<file path="src/rtl/pipe_reg_chain.sv">
// rtl/pipe_reg_chain.sv - elastic valid/ready register pipeline with bubble collapse, flush and occupancy count
module pipe_reg_chain #(
  parameter int               WIDTH   = 8,
  parameter int               DEPTH   = 4,
  parameter logic [WIDTH-1:0] RST_VAL = {WIDTH{1'b0}}
) (
  input  logic                         sclk,
  input  logic                         rst,
  input  logic                         flush,
  input  logic                         in_valid,
  output logic                         in_ready,
  input  logic [WIDTH-1:0]             in_data,
  output logic                         out_valid,
  input  logic                         out_ready,
  output logic [WIDTH-1:0]             out_data,
  output logic [$clog2(DEPTH+1)-1:0]   count
);

  localparam int CW = $clog2(DEPTH+1);

  logic [DEPTH-1:0] v_q, v_d;
  logic [DEPTH-1:0] adv;
  logic [DEPTH-1:0] load;
  logic [WIDTH-1:0] d_q [DEPTH];
  logic [WIDTH-1:0] d_d [DEPTH];
  logic [CW-1:0]    count_q, count_d;
  logic             accept;
  logic             deliver;

  // A stage advances when it is valid and the slot ahead is empty or itself advancing;
  // this ripples out_ready back through every stage, so empty slots collapse every edge.
  always_comb begin
    adv = '0;
    adv[DEPTH-1] = v_q[DEPTH-1] & out_ready;
    for (int i = DEPTH-2; i >= 0; i--) begin
      adv[i] = v_q[i] & (~v_q[i+1] | adv[i+1]);
    end
  end

  assign in_ready = ~flush & (~v_q[0] | adv[0]);
  assign accept   = in_valid & in_ready;
  assign deliver  = v_q[DEPTH-1] & out_ready;

  always_comb begin
    load    = '0;
    v_d     = '0;
    d_d     = d_q;
    load[0] = accept;
    for (int i = 1; i < DEPTH; i++) begin
      load[i] = adv[i-1];
    end
    d_d[0] = load[0] ? in_data : d_q[0];
    for (int i = 1; i < DEPTH; i++) begin
      d_d[i] = load[i] ? d_q[i-1] : d_q[i];
    end
    // Flush drops only the valid bits; data registers keep shifting harmlessly.
    for (int i = 0; i < DEPTH; i++) begin
      v_d[i] = ~flush & (load[i] | (v_q[i] & ~adv[i]));
    end
    count_d = flush ? '0 : count_q + CW'(accept) - CW'(deliver);
  end

  always_ff @(posedge sclk) begin
    if (rst) begin
      v_q     <= '0;
      count_q <= '0;
      for (int i = 0; i < DEPTH; i++) begin
        d_q[i] <= RST_VAL;
      end
    end else begin
      v_q     <= v_d;
      d_q     <= d_d;
      count_q <= count_d;
    end
  end

  assign out_valid = v_q[DEPTH-1];
  assign out_data  = d_q[DEPTH-1];
  assign count     = count_q;

endmodule

</file>
<file path="config.mk">
export PLATFORM = sky130hd
export DESIGN_NAME = pipe_reg_chain
export DESIGN_NICKNAME = d
export VERILOG_FILES = /design/src/rtl/pipe_reg_chain.sv
export SDC_FILE = /design/constraint.sdc
export NUM_CORES = 1
export LEC_CHECK = 0
export CAP_MARGIN = 20
export CORE_UTILIZATION = 30
export DETAILED_ROUTE_END_ITERATION = 8
export PLACE_DENSITY = 0.61
export SYNTH_ARGS = -nofsm -noshare
export SYNTH_HDL_FRONTEND = slang
export SYNTH_SLANG_ARGS = --single-unit
export TNS_END_PERCENT = 1
</file>
<file path="constraint.sdc">
create_clock -name sclk -period 3.4 [get_ports sclk]
set_input_delay 1.02 -clock sclk [delete_from_list [all_inputs] [get_ports sclk]]
set_output_delay 1.02 -clock sclk [all_outputs]
set_load 0.02 [all_outputs]
</file>
# Word-level counts from Yosys, hierarchy flattened
# Index checks and enable logic that the tools add are counted.
# op_classes
bitwise_logic,31
add_sub_neg,2
reduce_logical,1
# op_table
cell,n
$and A1 B1 Y1,14
$not A1 Y1,9
$or A1 B1 Y1,8
$add A3 B1 Y3,1
$sub A3 B1 Y3,1
$reduce_or A2 Y1,1
# word_totals
elab_cells,40
reg_bits,39
output_inout_bits,13

# Depth between registers and ports, before layout
# depth
word_depth,12
mapped_depth,11
depth_no_buf,10

# Worst setup path after synthesis
# No wires, ideal clock.
# synth_path
path_type,input-to-output
startpoint,input port out_ready
endpoint,output port in_ready
path_stages,3
t_required_ns,2.380
n_path_buf,1
setup_slack_ns,0.658
arrival_ns,1.722
path_cell_list,and4b_1 buf_2 a21oi_1
# synth_via
elab_chain_cells,9
# synth_lines
item,line,text
start: declaration,14,"input logic out_ready,"
$and A1 B1 Y1,34,adv[DEPTH-1] = v_q[DEPTH-1] & out_ready;
$or A1 B1 Y1,36,adv[i] = v_q[i] & (~v_q[i+1] | adv[i+1]);
$and A1 B1 Y1,36,
$or A1 B1 Y1,36,
$and A1 B1 Y1,36,
$or A1 B1 Y1,36,
$and A1 B1 Y1,36,
$or A1 B1 Y1,40,assign in_ready = ~flush & (~v_q[0] | adv[0]);
$and A1 B1 Y1,40,
end: declaration,11,"output logic in_ready,"
# No other way between the ends.

# Worst setup path in the final report
# Ends and elaborated chain as after synthesis.

==> flow_summary.rst <==
.. list-table::
   :header-rows: 1

   * - Metric
     - Value
   * - Run status
     - completed
   * - Highest cell delay on the worst timing path
     - 470 ps
   * - H-tree depth
     - 2
   * - Total routing usage reported by global routing
     - roughly an eighth
   * - Commonest cells after routing, fill and taps aside
     - 39 x sky130_fd_sc_hd__dfxtp_1, 27 x sky130_fd_sc_hd__a21oi_1, 24 x sky130_fd_sc_hd__nand3_1, 24 x sky130_fd_sc_hd__o21ai_0, 24 x sky130_fd_sc_hd__clkdlybuf4s50_1
   * - Biggest fanout along the worst timing path
     - 2
   * - Setup repair after global routing missed its margin
     - false
   * - Worst Path Arrival
     - roughly 2200 ps
   * - Most common cell after layout, fill and taps aside
     - sky130_fd_sc_hd__dfxtp_1
   * - Max Clk Rate
     - about 310 MHz
   * - Main area contributors after synthesis
     - sky130_fd_sc_hd__dfxtp_1 48%, sky130_fd_sc_hd__a21oi_1 8.2%, sky130_fd_sc_hd__nand3_1 7.3%
   * - Actual transition at the worst max-transition pin
     - 414.6 ps
   * - Via density
     - ~4.6
   * - Count of input and output buffers
     - 25
   * - Number of nets in the finished design
     - between 200 and 250
   * - Count of placed standard cells in the final layout, fillers left out
     - approximately 270
   * - Number of diodes added for antenna fixing
     - 0
   * - Crit path buf inv count
     - 2
   * - Global-route congestion overflow total
     - 0
   * - Die height
     - approximately 76 microns
   * - Hold Vio Cnt, Final
     - 0
   * - Maximum vdd drop
     - 0.1716 mV
   * - Std-Cell Rows
     - 26
   * - Final setup viols
     - 0
   * - Routed len/inst
     - ~11 microns
   * - CTS clk-pin slew, worst paths
     - 70 ps
   * - Required time reported for the critical path endpoint
     - 2380 ps
   * - Drt first pass iters
     - 5
   * - Post-DP HPWL
     - around 2.1 mm
   * - Maximum number of buffers from clock root to sink
     - 2
   * - Hold-fix buffer count after cts
     - 0
   * - Die width
     - between 70 and 80 microns
   * - Area fraction of the dominant cell type after synthesis
     - 47.63%
   * - Number of clock buffers inserted by TritonCTS
     - 5
   * - Area growth from synthesis to final layout
     - 22.21%
   * - Summed instance area of the synthesized netlist
     - about 1600 sq um
   * - IO Pins
     - 26
   * - Power after layout
     - around 0.86 mW
   * - Drt first-iter violations
     - 59
   * - Synthesized net count
     - 200
   * - Worst-Skew Late Latency
     - about 290 ps
   * - Ratio of total power to cell area
     - 431.2 nW/um^2
   * - Part of the cycle the worst path needs
     - 94.23%
   * - First-pass GRT wire length
     - around 5.5 mm
   * - Final clock skew
     - approximately 5.8 ps
   * - Maximum number of pins on one net before global-route repair
     - 38
   * - Nature of the critical path startpoint
     - input port
   * - Number of violations of the max-capacitance limit
     - 0
   * - Synthesized netlist cell count
     - 184
   * - Final-report max-slew violation count
     - 0
   * - Antenna violations before repair
     - 0
   * - Number of clock sinks
     - 39
   * - Initial core utilization
     - 31.69%
   * - Synth warnings
     - 0
   * - Clock period minus final worst setup slack
     - 3204 ps
   * - Sequential-to-total area share from yosys stat
     - 47.63%
   * - DRC violation count after routing
     - 0
   * - Vias after detailed routing
     - approximately 1,300
   * - Distinct cells, synth
     - 24
   * - Post-Syn Area per Cell
     - a little under 9 sq um
   * - Placed instance count
     - between 200 and 300
   * - Library cell with the largest summed area after synthesis
     - sky130_fd_sc_hd__dfxtp_1
   * - Routability congestion estimate
     - about 0.69
   * - Vias in the first global route
     - 1,222
   * - Final WL
     - a little over 3 mm
   * - Clock tree from TritonCTS
     - built
   * - Core Area
     - 5172 sq um
   * - Static leakage
     - between 0.6 and 0.7 nW
   * - Slowest cell on the critical path
     - sky130_fd_sc_hd__clkdlybuf4s50_1
   * - Number of nets with antenna violations after routing
     - 0
   * - Cells on worst reg2reg path
     - 11
   * - Area enclosed by the die boundary
     - between 5000 and 6000 sq um
   * - Share of final-layout standard cells stronger than drive strength 1
     - approximately 5.9%
   * - Max transition margin
     - between 70% and 80%
   * - Clock Tree Root
     - sky130_fd_sc_hd__clkbuf_8
   * - Flip-flop and latch count after synthesis
     - 39
   * - Cell breakdown of the critical path
     - clkdlybuf4s50_1 > and4b_1 > a21oi_1 > dlygate4sd2_1
   * - Worst Hold Class
     - reg -> reg
   * - CP Class
     - in -> out
   * - CP Depth
     - 4
   * - Number of cells traversed by the worst hold path
     - 2
   * - Critical Path Sink Type
     - output pin
   * - Least setup slack across all paths after layout
     - 196.3 ps
   * - Cell type group with the largest total delay on the critical path
     - buffers and inverters
   * - Post-Place Worst Slack
     - -79.73 ps
   * - Post-route worst hold slack
     - around 470 ps
[stage by stage]
step	setup TNS [ps]	util, %	cell area (sq um)
4_1_cts	0	38.73	2003
3_3_place_gp	-95.87	36.82	1904
6_report	0	38.73	2003
2_1_floorplan	0	-	1639
3_5_place_dp	-79.73	36.82	1904
5_1_grt	0	38.73	2003
[synthesized netlist by cell type, drive strengths merged]
cell	number
a21boi	3
a21oi	27
and2	2
and3b	1
and4b	1
buf	15
clkbuf	4
dfxtp	39
fa	1
ha	2
inv	6
mux2i	8
nand2b	18
nand3	24
nand3b	1
nand4b	1
nor2	1
nor2b	1
nor3	3
o21ai	24
xnor2	1
xor2	1
[flip-flops by register name, indices dropped and copies added (netlist names)]
register  count
count         3
out_data      8
v_q           4
d_q          24
[final timing paths]
kind                                start           to  slack [ps]
worst max-delay path            out_ready     in_ready         200
worst min-delay path              d_q[15]  out_data[7]         470
worst max register to register     v_q[2]     count[2]        1040
worst min register to register    d_q[15]  out_data[7]         470
[power breakdown]
part           switching (mW)  internal [mW]  leakage (nW)
Combinational          0.0230         0.0287         0.314
Clock                   0.157          0.185        0.0515
Sequential            0.00569          0.464         0.315
[tightest hold or removal path, stage by stage (launching register included)]
cell                      delay (ps)
sky130_fd_sc_hd__dfxtp_1         310
sky130_fd_sc_hd__nand3_1          60
sky130_fd_sc_hd__a21oi_1          50
[cell families after synthesis]
group	count (synthesis)	synth area share, %
AND/OR/NAND/NOR	53	18.63
AO/OA/AOI/OAI	54	16.95
adder cells (fa/ha/maj)	3	2.748
multiplexers	8	4.886
XOR/XNOR	2	1.069
buffers and inverters	25	8.091
flip-flops	39	47.63
[cell type report]
class	count	area [sq um]
fillers	557	3169
clock buffers	8	100.1
repair buffers	30	286.5
flip-flops and latches	39	780.7
inverters	6	22.52
multi-input cells	120	725.7
well taps	70	87.58
[per-layer routing]
metal | routed length (microns) | global-route usage [%]
met2 | 1309 | 18.00
met5 | 0 | 0
met1 | 1551 | 14.81
met3 | 111 | 3.614
met4 | 91 | 8.077
[repair_timing]
action | 4_1_cts | 5_1_grt
gates resized for setup | 1 | 0
setup endpoints to repair | 1 | 0
buffers inserted | 0 | 0
No activity file was read; power rests on OpenSTA's default activity.
